$ cat config.mk
export PLATFORM = sky130hd
export DESIGN_NAME = fpu_iter_share_sched_flat
export DESIGN_NICKNAME = d
export VERILOG_FILES = /design/src/rtl/fpu_iter_share_if.sv /design/src/rtl/fpu_iter_share_sched.sv /design/src/flat_wrapper.sv
export SDC_FILE = /design/constraint.sdc
export NUM_CORES = 1
export LEC_CHECK = 0
export BUFFER_PORTS_ARGS = -buffer_cell sky130_fd_sc_hd__buf_4
export CAP_MARGIN = 20
export CELL_PAD_IN_SITES_DETAIL_PLACEMENT = 0
export CELL_PAD_IN_SITES_GLOBAL_PLACEMENT = 1
export CORE_ASPECT_RATIO = 0.5
export CORE_MARGIN = 2
export CORE_UTILIZATION = 37
export DETAILED_ROUTE_END_ITERATION = 6
export PLACE_DENSITY = 0.77
export SETUP_SLACK_MARGIN = 0.1
export SKIP_LAST_GASP = 1
export SYNTH_ARGS = -nofsm -noshare
export SYNTH_HDL_FRONTEND = slang
export SYNTH_SLANG_ARGS = --single-unit
$ cat constraint.sdc
create_clock -name clk -period 3.02 [get_ports clk]
set_clock_uncertainty 0.05 [all_clocks]
set_input_delay 0.151 -clock clk [delete_from_list [all_inputs] [get_ports clk]]
set_output_delay 0.151 -clock clk [all_outputs]
set_load 0.01 [all_outputs]
$ cat src/rtl/fpu_iter_share_if.sv
// Lane request, shared-unit and writeback signals of the FDIV/FSQRT sharing scheduler.
// The master side is exec plus the shared unit; the slave side is the scheduler itself.
interface fpu_iter_share_if;
    logic        u_req;
    logic        u_op;
    logic [31:0] u_srca;
    logic [31:0] u_srcb;
    logic [4:0]  u_rt;
    logic        l_req;
    logic        l_op;
    logic [31:0] l_srca;
    logic [31:0] l_srcb;
    logic [4:0]  l_rt;
    logic        stall;
    logic        unit_start;
    logic        unit_op;
    logic [31:0] unit_srca;
    logic [31:0] unit_srcb;
    logic [31:0] unit_result;
    logic        u_wb_valid;
    logic [4:0]  u_wb_rt;
    logic [31:0] u_wb_data;
    logic        l_wb_valid;
    logic [4:0]  l_wb_rt;
    logic [31:0] l_wb_data;

    modport master (
        output u_req, u_op, u_srca, u_srcb, u_rt,
        output l_req, l_op, l_srca, l_srcb, l_rt,
        output unit_result,
        input  stall, unit_start, unit_op, unit_srca, unit_srcb,
        input  u_wb_valid, u_wb_rt, u_wb_data, l_wb_valid, l_wb_rt, l_wb_data
    );

    modport slave (
        input  u_req, u_op, u_srca, u_srcb, u_rt,
        input  l_req, l_op, l_srca, l_srcb, l_rt,
        input  unit_result,
        output stall, unit_start, unit_op, unit_srca, unit_srcb,
        output u_wb_valid, u_wb_rt, u_wb_data, l_wb_valid, l_wb_rt, l_wb_data
    );
endinterface

$ cat src/rtl/fpu_iter_share_sched.sv
// Shares one fixed-latency iterative FDIV/FSQRT unit between the upper and lower issue lanes:
// one active op plus one pending slot, results returned on the originating lane.
module fpu_iter_share_sched #(
    parameter int LAT   = 16,
    parameter int CNT_W = 5
) (
    input  logic             clk,
    input  logic             rst,
    fpu_iter_share_if.slave  bus
);
    typedef enum logic [1:0] {
        ST_IDLE = 2'd0,
        ST_RUN  = 2'd1,
        ST_WB   = 2'd2
    } state_t;

    localparam logic [CNT_W-1:0] LAT_C = CNT_W'(LAT);

    state_t           state_r, state_nxt_s;
    logic [CNT_W-1:0] cnt_r;
    logic             act_lane_r;
    logic [4:0]       act_rt_r;
    logic             pend_valid_r, pend_lane_r, pend_op_r;
    logic [31:0]      pend_srca_r, pend_srcb_r;
    logic [4:0]       pend_rt_r;
    logic             unit_start_r, unit_op_r;
    logic [31:0]      unit_srca_r, unit_srcb_r;
    logic             u_wb_valid_r, l_wb_valid_r;
    logic [4:0]       u_wb_rt_r, l_wb_rt_r;
    logic [31:0]      u_wb_data_r, l_wb_data_r;

    logic [1:0]       free_s, n_s;
    logic             stall_s, accept_s, capture_s;
    logic             inc_lane_s, inc_op_s;
    logic [31:0]      inc_srca_s, inc_srcb_s;
    logic [4:0]       inc_rt_s;

    // Acceptance decision and selection of the oldest incoming request (upper before lower)
    always_comb begin
        free_s     = {1'b0, (state_r == ST_IDLE)} + {1'b0, ~pend_valid_r};
        n_s        = {1'b0, bus.u_req} + {1'b0, bus.l_req};
        stall_s    = rst | (n_s > free_s);
        accept_s   = ~stall_s & (n_s != 2'd0);
        capture_s  = (state_r == ST_RUN) & ~unit_start_r & (cnt_r == CNT_W'(1));
        inc_lane_s = ~bus.u_req;
        inc_op_s   = bus.u_req ? bus.u_op   : bus.l_op;
        inc_srca_s = bus.u_req ? bus.u_srca : bus.l_srca;
        inc_srcb_s = bus.u_req ? bus.u_srcb : bus.l_srcb;
        inc_rt_s   = bus.u_req ? bus.u_rt   : bus.l_rt;
    end

    // Next-state logic of the sequencing FSM
    always_comb begin
        state_nxt_s = state_r;
        case (state_r)
            ST_IDLE: begin
                if (accept_s) state_nxt_s = ST_RUN;
                else          state_nxt_s = ST_IDLE;
            end
            ST_RUN: begin
                if (capture_s) state_nxt_s = ST_WB;
                else           state_nxt_s = ST_RUN;
            end
            ST_WB: begin
                if (pend_valid_r | accept_s) state_nxt_s = ST_RUN;
                else                         state_nxt_s = ST_IDLE;
            end
            default: state_nxt_s = ST_IDLE;
        endcase
    end

    // State register
    always_ff @(posedge clk) begin
        if (rst) state_r <= ST_IDLE;
        else     state_r <= state_nxt_s;
    end

    // Slots, latency counter, unit operand registers and writeback registers
    always_ff @(posedge clk) begin
        if (rst) begin
            cnt_r        <= '0;
            act_lane_r   <= 1'b0;
            act_rt_r     <= 5'd0;
            pend_valid_r <= 1'b0;
            pend_lane_r  <= 1'b0;
            pend_op_r    <= 1'b0;
            pend_srca_r  <= 32'd0;
            pend_srcb_r  <= 32'd0;
            pend_rt_r    <= 5'd0;
            unit_start_r <= 1'b0;
            unit_op_r    <= 1'b0;
            unit_srca_r  <= 32'd0;
            unit_srcb_r  <= 32'd0;
            u_wb_valid_r <= 1'b0;
            l_wb_valid_r <= 1'b0;
            u_wb_rt_r    <= 5'd0;
            l_wb_rt_r    <= 5'd0;
            u_wb_data_r  <= 32'd0;
            l_wb_data_r  <= 32'd0;
        end else begin
            unit_start_r <= 1'b0;
            u_wb_valid_r <= 1'b0;
            l_wb_valid_r <= 1'b0;
            if (unit_start_r)         cnt_r <= LAT_C;
            else if (cnt_r != '0)     cnt_r <= cnt_r - CNT_W'(1);
            case (state_r)
                ST_IDLE: begin
                    if (accept_s) begin
                        unit_start_r <= 1'b1;
                        unit_op_r    <= inc_op_s;
                        unit_srca_r  <= inc_srca_s;
                        unit_srcb_r  <= inc_srcb_s;
                        act_lane_r   <= inc_lane_s;
                        act_rt_r     <= inc_rt_s;
                        if (n_s == 2'd2) begin
                            pend_valid_r <= 1'b1;
                            pend_lane_r  <= 1'b1;
                            pend_op_r    <= bus.l_op;
                            pend_srca_r  <= bus.l_srca;
                            pend_srcb_r  <= bus.l_srcb;
                            pend_rt_r    <= bus.l_rt;
                        end
                    end
                end
                ST_RUN: begin
                    if (accept_s) begin
                        pend_valid_r <= 1'b1;
                        pend_lane_r  <= inc_lane_s;
                        pend_op_r    <= inc_op_s;
                        pend_srca_r  <= inc_srca_s;
                        pend_srcb_r  <= inc_srcb_s;
                        pend_rt_r    <= inc_rt_s;
                    end
                    // The pending op's operands must already be on the unit in the WB cycle
                    if (capture_s) begin
                        if (act_lane_r) begin
                            l_wb_valid_r <= 1'b1;
                            l_wb_rt_r    <= act_rt_r;
                            l_wb_data_r  <= bus.unit_result;
                        end else begin
                            u_wb_valid_r <= 1'b1;
                            u_wb_rt_r    <= act_rt_r;
                            u_wb_data_r  <= bus.unit_result;
                        end
                        if (pend_valid_r) begin
                            unit_start_r <= 1'b1;
                            unit_op_r    <= pend_op_r;
                            unit_srca_r  <= pend_srca_r;
                            unit_srcb_r  <= pend_srcb_r;
                        end else if (accept_s) begin
                            unit_start_r <= 1'b1;
                            unit_op_r    <= inc_op_s;
                            unit_srca_r  <= inc_srca_s;
                            unit_srcb_r  <= inc_srcb_s;
                        end
                    end
                end
                ST_WB: begin
                    if (pend_valid_r) begin
                        pend_valid_r <= 1'b0;
                        act_lane_r   <= pend_lane_r;
                        act_rt_r     <= pend_rt_r;
                    end else if (accept_s) begin
                        unit_start_r <= 1'b1;
                        unit_op_r    <= inc_op_s;
                        unit_srca_r  <= inc_srca_s;
                        unit_srcb_r  <= inc_srcb_s;
                        act_lane_r   <= inc_lane_s;
                        act_rt_r     <= inc_rt_s;
                    end
                end
                default: begin
                    pend_valid_r <= 1'b0;
                end
            endcase
        end
    end

    assign bus.stall      = stall_s;
    assign bus.unit_start = unit_start_r;
    assign bus.unit_op    = unit_op_r;
    assign bus.unit_srca  = unit_srca_r;
    assign bus.unit_srcb  = unit_srcb_r;
    assign bus.u_wb_valid = u_wb_valid_r;
    assign bus.u_wb_rt    = u_wb_rt_r;
    assign bus.u_wb_data  = u_wb_data_r;
    assign bus.l_wb_valid = l_wb_valid_r;
    assign bus.l_wb_rt    = l_wb_rt_r;
    assign bus.l_wb_data  = l_wb_data_r;
endmodule

$ cat src/flat_wrapper.sv
// flat-port wrapper written by rule: the top's interface ports become plain ports
module fpu_iter_share_sched_flat 
#(
    parameter int LAT   = 16,
    parameter int CNT_W = 5
)
  (clk, rst, bus_u_req, bus_u_op, bus_u_srca, bus_u_srcb, bus_u_rt, bus_l_req, bus_l_op, bus_l_srca, bus_l_srcb, bus_l_rt, bus_unit_result, bus_stall, bus_unit_start, bus_unit_op, bus_unit_srca, bus_unit_srcb, bus_u_wb_valid, bus_u_wb_rt, bus_u_wb_data, bus_l_wb_valid, bus_l_wb_rt, bus_l_wb_data);
  fpu_iter_share_if bus_i ();
  input  logic clk;
  input  logic rst;
  input wire logic [$bits(bus_i.u_req)-1:0] bus_u_req;
  input wire logic [$bits(bus_i.u_op)-1:0] bus_u_op;
  input wire logic [$bits(bus_i.u_srca)-1:0] bus_u_srca;
  input wire logic [$bits(bus_i.u_srcb)-1:0] bus_u_srcb;
  input wire logic [$bits(bus_i.u_rt)-1:0] bus_u_rt;
  input wire logic [$bits(bus_i.l_req)-1:0] bus_l_req;
  input wire logic [$bits(bus_i.l_op)-1:0] bus_l_op;
  input wire logic [$bits(bus_i.l_srca)-1:0] bus_l_srca;
  input wire logic [$bits(bus_i.l_srcb)-1:0] bus_l_srcb;
  input wire logic [$bits(bus_i.l_rt)-1:0] bus_l_rt;
  input wire logic [$bits(bus_i.unit_result)-1:0] bus_unit_result;
  output wire logic [$bits(bus_i.stall)-1:0] bus_stall;
  output wire logic [$bits(bus_i.unit_start)-1:0] bus_unit_start;
  output wire logic [$bits(bus_i.unit_op)-1:0] bus_unit_op;
  output wire logic [$bits(bus_i.unit_srca)-1:0] bus_unit_srca;
  output wire logic [$bits(bus_i.unit_srcb)-1:0] bus_unit_srcb;
  output wire logic [$bits(bus_i.u_wb_valid)-1:0] bus_u_wb_valid;
  output wire logic [$bits(bus_i.u_wb_rt)-1:0] bus_u_wb_rt;
  output wire logic [$bits(bus_i.u_wb_data)-1:0] bus_u_wb_data;
  output wire logic [$bits(bus_i.l_wb_valid)-1:0] bus_l_wb_valid;
  output wire logic [$bits(bus_i.l_wb_rt)-1:0] bus_l_wb_rt;
  output wire logic [$bits(bus_i.l_wb_data)-1:0] bus_l_wb_data;
  assign bus_i.u_req = bus_u_req;
  assign bus_i.u_op = bus_u_op;
  assign bus_i.u_srca = bus_u_srca;
  assign bus_i.u_srcb = bus_u_srcb;
  assign bus_i.u_rt = bus_u_rt;
  assign bus_i.l_req = bus_l_req;
  assign bus_i.l_op = bus_l_op;
  assign bus_i.l_srca = bus_l_srca;
  assign bus_i.l_srcb = bus_l_srcb;
  assign bus_i.l_rt = bus_l_rt;
  assign bus_i.unit_result = bus_unit_result;
  assign bus_stall = bus_i.stall;
  assign bus_unit_start = bus_i.unit_start;
  assign bus_unit_op = bus_i.unit_op;
  assign bus_unit_srca = bus_i.unit_srca;
  assign bus_unit_srcb = bus_i.unit_srcb;
  assign bus_u_wb_valid = bus_i.u_wb_valid;
  assign bus_u_wb_rt = bus_i.u_wb_rt;
  assign bus_u_wb_data = bus_i.u_wb_data;
  assign bus_l_wb_valid = bus_i.l_wb_valid;
  assign bus_l_wb_rt = bus_i.l_wb_rt;
  assign bus_l_wb_data = bus_i.l_wb_data;
  fpu_iter_share_sched #(.LAT(LAT), .CNT_W(CNT_W)) u_core (.clk(clk), .rst(rst), .bus(bus_i));
endmodule
==> results, run 1 <==
- The flow ran to the end, and the final reports show no timing, DRC or antenna violations.
- In this run the tightest slew margin relative to its limit is around 43%.
- The congestion estimate from routability-driven global placement came to 0.799.
- The total wire length is 32300 um.
- The transition time at the pin with the least slew margin is 852 ps.
- The critical path runs through a total of 8 cells.
- After floorplanning, the core was divided into 42 placement rows.
- The clock latency at the later pin of the worst-skew pair is 500 ps.
- In the global route stage, overall resource usage came out at around a fifth.
- The cell at the root of the clock tree is clkbuf_16.
- For the worst setup path, the data arrival time is 3120 ps.
- Sorting the synthesized cells by area gives the leading types as dfxtp_1 (45%), mux2i_1 (19%), nor2_1 (8.2%), a21oi_1 (7.2%), nand2_1 (5.9%).
- The critical path goes through dlygate4sd3_1 > buf_4 > buf_4 > nand2_4 > buf_12 > mux2i_1 > dlygate4sd3_1 > a211oi_1.
- Hold timing on the final database bottoms out at a slack of 30.2 ps.
- The initial standard-cell utilization of the core is 38.0%.
- In the synthesized netlist, the cells that appear most often are dfxtp_1 (227), nor2_1 (223), mux2i_1 (194).
- The total standard cell area after synthesis is 10200 um2.
- In the synthesized netlist the async set-or-reset flop fraction comes to 0%.
- The net count of the mapped netlist is 1364.
- The worst slack after detailed placement is between 200 and 300 ps.
- The library cell occupying the most area in the post-synthesis netlist is dfxtp_1.
- The mean area per synthesized cell is approximately 8.6 um2.
- The count of routing violations after the opening detailed-route iteration is between 500 and 600.
- Based on the critical path, the design can be clocked at up to 0.362 GHz.
- In this run the worst path has a maximum fanout of 34.
- Including well taps, the total number of placed cells is 1771.
- In the routed design, unresolved DRC markers number 0.
- The fraction of the yosys area taken by sequential cells is 44.7%.
- The first global-routing pass estimated 49700 um of wire.
- The overall power consumption is ~10000 uW.
- The portion of synthesized cell area occupied by the leading cell type is about 45%.
- Among all flip-flop cells after synthesis, the most frequent one is dfxtp_1.
- Dividing total power by cell area gives a power density of 666 nW/um2.
- The tool flagged a number of max-cap violations equal to 0.
- The number of filler cells placed in the layout is 2362.
- The horizontal die dimension is 238 um.
- In this run the worst hold path is classified as input port to flop.
- The routed layout has 9886 vias.
- Synthesis handed over a netlist of between 1000 and 1500 instances.
- The count of nets left with antenna violations once routing finished came out at 0.
- The worst endpoint required time is between 3000 and 4000 ps.
- The clock drives between 200 and 250 sinks.
- The sum of overflow across all layers after global routing is 0.
- The worst voltage drop across the vdd grid is 338 uV.
- The cell family contributing the most delay on the critical path is buffers and inverters.
- The die covers 28900 um2.
- In this run the number of H-tree levels came out at 1.
- The worst setup path is launched from an input port.
- The chip height is 121 um.
- Compared with the post-synthesis result, the final layout area differs by 50.3%.
- Counting instances, the worst hold path has a depth of 3.
- The initial antenna violation count is 0.
- Of the available clock period, the critical path in the final layout requires about nine tenths.
- The reported leakage power is 0.00693 uW.
- Clock-pin slew was measured on the worst setup and hold paths at 70 ps.
- The final number of max-transition violations came to 0.
- In this run, CTS created clock tree buffers numbering 21.
- The final hold violation count is 0.
- TritonCTS built the clock tree.
- In the post-route analysis, the smallest setup slack over all paths is ~260 ps.
- The worst setup path is captured at a flop.
- The via density per instance is 4.98.
- The largest individual stage delay along the critical path comes from the cell dlygate4sd3_1.
- The worst setup path is of the input port to flop kind.
- Entering global routing, the biggest net connects 177 pins.
- Yosys mapped the design onto 35 distinct sky130hd cell types.
- Yosys mapped a number of flops with a built-in enable equal to 0.
- Setup violations remaining at the end of the flow were counted as 0.
- The final-layout setup total negative slack is 0 ps.
- The delay contributed by the slowest stage of the critical path is 580 ps.
- The total of warnings raised by yosys is 0.
- The final non-filler cell total is 1984.
- Setup repair after global routing left no endpoint under its margin.
- The number of buffers and inverters on the critical path is 5.
- The via count of the first global-routing pass is 9645.
- The area of the core is 26700 um2.
- Counting flops and latches in the post-synthesis netlist gives 227.
- The number of antenna diodes in the final layout is 0.
- The wire-length estimate of the detail-placed layout is 19800 um.
- The cell with the most instances after synthesis is dfxtp_1.
- The length of the first detailed-routing pass in iterations is 5.
- The worst path in the final design needs a cycle of 2760 ps, including I/O delays and setup.
- The proportion of layout cells with a drive suffix above 1 is 24.1%.
- The largest buffer count on any clock path is 3.
- The number of primary I/O pins is 319.
- The net count of the finished layout is 1802.
- The per-cell routed wire length is 16.3 um.
- The path depth of the worst reg2reg path is 10.
- In this run the tool buffered the top-level ports with around 320 buffer cells.
## stage by stage
step                area (um2)  util (%)
detailed placement       12800      47.8
CTS                      15200      57.0
finish                   15300      57.2
global route             15300      57.2
floorplan                10200         -
global placement         12800      47.8
## where the power goes
part | leakage [uW] | switching, uW | internal (uW) | total (uW)
clock network | 0.000360 | 1190 | 1660 | 2860
registers | 0.00185 | 349 | 3540 | 3890
logic | 0.00472 | 1700 | 1730 | 3420
total | 0.00693 | 3240 | 6920 | 10200
## cell usage in the layout (no fill, tap or decap), drive strengths merged
cell,synthesis,layout
a2111oi,1,1
a211oi,64,64
a21o,1,1
a21oi,147,147
a2bb2oi,1,1
a311oi,5,5
buf,37,337
bufinv,0,3
clkbuf,59,30
clkinv,0,5
dfxtp,227,227
dlygate4sd3,0,173
ha,8,8
inv,8,8
mux2,5,5
mux2i,194,194
nand2,160,160
nand2b,5,5
nand3,5,5
nand3b,2,2
nor2,225,225
nor2b,2,2
nor3,3,3
nor4,1,1
nor4b,1,1
o211ai,1,1
o21a,1,1
o21ai,2,2
o221a,5,5
o31ai,1,1
o32ai,2,2
or2,4,4
xnor2,3,3
## flip-flops by register name, summed over array words and instances (netlist names)
| register | cells |
|---|---|
| u_core.cnt_r | 5 |
| u_core.bus.unit_srcb | 32 |
| u_core.pend_valid_r | 1 |
| u_core.bus.l_wb_valid | 1 |
| u_core.pend_lane_r | 1 |
| u_core.act_lane_r | 1 |
| u_core.bus.unit_op | 1 |
| u_core.bus.l_wb_data | 32 |
| u_core.act_rt_r | 5 |
| u_core.bus.u_wb_valid | 1 |
| u_core.bus.u_wb_rt | 5 |
| u_core.bus.unit_start | 1 |
| u_core.pend_srca_r | 32 |
| u_core.bus.u_wb_data | 32 |
| u_core.pend_rt_r | 5 |
| u_core.pend_op_r | 1 |
| u_core.bus.l_wb_rt | 5 |
| u_core.bus.unit_srca | 32 |
| u_core.state_r | 2 |
| u_core.pend_srcb_r | 32 |
## final timing paths
path                             from                        to  slack [ps]
min                     bus_l_srca[9]     u_core.pend_srca_r[9]          30
max                         bus_u_req     u_core.pend_srcb_r[2]         260
min reg2reg  u_core.bus.l_wb_data[15]  u_core.bus.l_wb_data[15]         400
max reg2reg         u_core.state_r[0]  u_core.bus.unit_srcb[11]         320
## repair_timing
action | in CTS | in global routing
hold buffers | 173 | 0
buffers inserted | 0 | 2
hold endpoints to repair | 154 | 0
gates resized for setup | 0 | 3
setup endpoints to repair | 0 | 14
## worst register-to-register path: stages (launching register included)
cell and delay (ps):
dfxtp_1 490, nor2_1 90, ha_1 300, ha_1 270, nand2_1 50, a2bb2oi_1 120, buf_4 160, o32ai_4 320
buf_12 350, mux2i_1 300, nor2_1 50
## routing by layer
layer,GRT usage [%],vias to the layer above,share of wire (%)
met5,0,-,0
met4,6.64,0,2.9
met3,3.62,55,4.0
met2,38.5,230,49
met1,25.7,4687,44
li1,-,4914,-
## area by class of cell
cell class                 instances  area [um2]  share of cell area, %
multi-input combinational        849        5170                   33.8
sequential                       227        4540                   29.8
timing repair buffer             511        4360                   28.6
clock buffer                      29         606                   3.97
tap                              352         440                   2.88
clock inverter                     8         119                  0.779
inverter                           8        30.0                  0.197
## cells by family (layout without fill, tap and decap cells)
logic type | after synthesis | in the layout | synth area share [%]
xor+xnor | 3 | 3 | 0.259
simple gates | 408 | 408 | 15.9
buf+inv | 104 | 556 | 4.68
flops | 227 | 227 | 44.7
compound gates | 231 | 231 | 13.8
mux | 199 | 199 | 19.7
fa+ha+maj | 8 | 8 | 0.986
Power figures use the tool's default switching activity.
==> inputs of run 2 (changes only) <==
- BUFFER_PORTS_ARGS: -buffer_cell sky130_fd_sc_hd__buf_4 -> default
- CORE_UTILIZATION: 37 -> 46
- DONT_BUFFER_PORTS: default -> 1
==> run 2 against run 1 <==
The run now fails in clock tree synthesis. Area after synthesis is the same. Synthesized cell count is the same.
==> results, run 2 <==
- Progress stopped at clock tree synthesis.
- The gate count after technology mapping is 1180 (unchanged).
- The number of enable flip-flop cells after synthesis is 0 (unchanged).
- Sorting the synthesized cells by area gives the leading types as dfxtp_1 (45%), mux2i_1 (19%), nor2_1 (8.2%), a21oi_1 (7.2%), nand2_1 (5.9%).
- The count of hold-fix buffers inserted at cts is 288 (+66%).
- The row count was 38 (-9.5%).
- The fraction of the yosys area taken by sequential cells is 44.7% (unchanged).
- The portion of synthesized cell area occupied by the leading cell type is 44.7% (unchanged).
- The horizontal die dimension came to 214 um (-10%).
- The port buffer count came to 0 (-100%).
- The net count of the mapped netlist came to 1364 (unchanged).
- The number of synthesized register bits is 227 (unchanged).
- The mean area per synthesized cell was 8.61 um2 (unchanged).
- The count of buffers added by post-CTS timing repair for setup is 0 (unchanged).
- The tool reported: "[ERROR RSZ-0060] Max buffer count reached".
- The H-tree depth was 1 (unchanged).
- The chip height is 109 um (-10%).
- The number of buffers created by CTS is 22 (+4.8%).
- The clock sink count is 227 (unchanged).
- After synthesis, the most frequently instantiated cells are dfxtp_1 (227), nor2_1 (223), mux2i_1 (194).
- The number of gates resized after cts is 0 (unchanged).
- The proportion of synthesized flip-flops having asynchronous set or reset came to 0% (unchanged).
- The total standard cell area after synthesis is 10200 um2 (unchanged).
- The initial standard-cell utilization of the core is 46.8% (+8.8 points).
- The flow did not finish.
- dfxtp_1 is the most common cell in the netlist.
- The largest buffer count on any clock path is 3 (unchanged).
- In the synthesized netlist the dominant register cell turns out to be dfxtp_1.
- The library cell occupying the most area in the post-synthesis netlist is dfxtp_1.
- The number of primary I/O pins came to 319 (unchanged).
- The tree is rooted in a clkbuf_16.
- The global placement routability congestion came to 0.818 (+2.5%).
- The total half-perimeter wirelength after legalization and detailed placement was 16300 um (-18%).
- The total of warnings raised by yosys came to 0 (unchanged).
- The number of different library cells in the post-synthesis netlist is 35 (unchanged).
==> run 2: cell counts after synthesis <==
No cell type changed its count.
==> run 2: kinds of logic after synthesis <==
logic type               after synthesis  share of synthesized area (%)
AO/OA/AOI/OAI                        231                           13.8
XOR/XNOR                               3                          0.259
adder cells (fa/ha/maj)                8                          0.986
buffers and inverters                104                           4.68
flip-flops                           227                           44.7
multiplexers                         199                           19.7
AND/OR/NAND/NOR                      408                           15.9
==> run 2: per-stage QoR <==
stage | hold WS [ps] | setup WS (ps) | instance area (um2) | std cells
after global placement | 189 | 403 | 10300 | 1396
after detailed placement | 191 | 333 | 10300 | 1396
after floorplan | 237 | 257 | 10200 | 1180
==> inputs of run 3 (changes only) <==
- CELL_PAD_IN_SITES_DETAIL_PLACEMENT: 0 -> default
- CELL_PAD_IN_SITES_GLOBAL_PLACEMENT: 1 -> default
- CORE_ASPECT_RATIO: 0.5 -> default
- CORE_UTILIZATION: 46 -> 40
- PLACE_DENSITY: 0.77 -> default
- PLACE_DENSITY_LB_ADDON: default -> 0.15
- SETUP_SLACK_MARGIN: 0.1 -> default
==> run 3 against run 2 <==
Synthesized cell count unchanged. The flow again stops in clock tree synthesis. Area after synthesis unchanged.
==> results, run 3 <==
- The H-tree depth came to 1 (unchanged).
- The count of hold-fix buffers inserted at cts is 296 (+2.8%).
- The net count of the mapped netlist is 1364 (unchanged).
- The total half-perimeter wirelength after legalization and detailed placement is 16800 um (+2.7%).
- The chip height is 163 um (+50%).
- The number of gates resized after cts came to 0 (unchanged).
- The total of warnings raised by yosys is 0 (unchanged).
- The number of enable flip-flop cells after synthesis is 0 (unchanged).
- In the post-synthesis netlist, the biggest area contributors are dfxtp_1 (45%), mux2i_1 (19%), nor2_1 (8.2%), a21oi_1 (7.2%), nand2_1 (5.9%).
- The row count is 58 (+53%).
- The number of primary I/O pins came to 319 (unchanged).
- The count of buffers added by post-CTS timing repair for setup came to 0 (unchanged).
- The synthesized design spends more area on one cell type than any other, namely dfxtp_1.
- The halt point of the flow is clock tree synthesis.
- By instance count, the leading cell after synthesis is dfxtp_1.
- The first error in the log reads "[ERROR RSZ-0060] Max buffer count reached".
- The port buffer count was 0 (unchanged).
- The global placement routability congestion is 0.733 (-10%).
- Sorting the synthesized cells by how often they occur yields dfxtp_1 (227), nor2_1 (223), mux2i_1 (194).
- The proportion of synthesized flip-flops having asynchronous set or reset is 0% (unchanged).
- The run stopped with a tool error.
- The clock sink count was 227 (unchanged).
- The gate count after technology mapping is 1180 (unchanged).
- The cell at the root of the clock tree is clkbuf_16.
- The horizontal die dimension is 163 um (-24%).
- The largest buffer count on any clock path is 3 (unchanged).
- The total standard cell area after synthesis was 10200 um2 (unchanged).
- Among all flip-flop cells after synthesis, the most frequent one is dfxtp_1.
- The portion of synthesized cell area occupied by the leading cell type is 44.7% (unchanged).
- The initial standard-cell utilization of the core is 40.6% (-6.3 points).
- The number of synthesized register bits is 227 (unchanged).
- The number of buffers created by CTS is 26 (+18%).
- The fraction of the yosys area taken by sequential cells is 44.7% (unchanged).
- The mean area per synthesized cell is 8.61 um2 (unchanged).
- The number of cells after detailed placement came to 1429 (+2.4%).
- The number of different library cells in the post-synthesis netlist is 35 (unchanged).
-- run 3: metrics by stage --
step / utilization (%) / worst slack, ps / hold slack [ps] / cell area (um2)
3_3_place_gp: 41.2 / 512 / 194 / 10300
3_5_place_dp: 41.2 / 439 / 198 / 10300
2_1_floorplan: - / 257 / 237 / 10200
-- run 3: cells by family after synthesis --
| group | after synthesis | share of synthesized area (%) |
|---|---|---|
| and+or+nand+nor | 408 | 15.9 |
| AOI/OAI and AO/OA | 231 | 13.8 |
| DFF | 227 | 44.7 |
| muxes | 199 | 19.7 |
| buffers and inverters | 104 | 4.68 |
| adders and majority gates | 8 | 0.986 |
| xor gates and xnor gates | 3 | 0.259 |
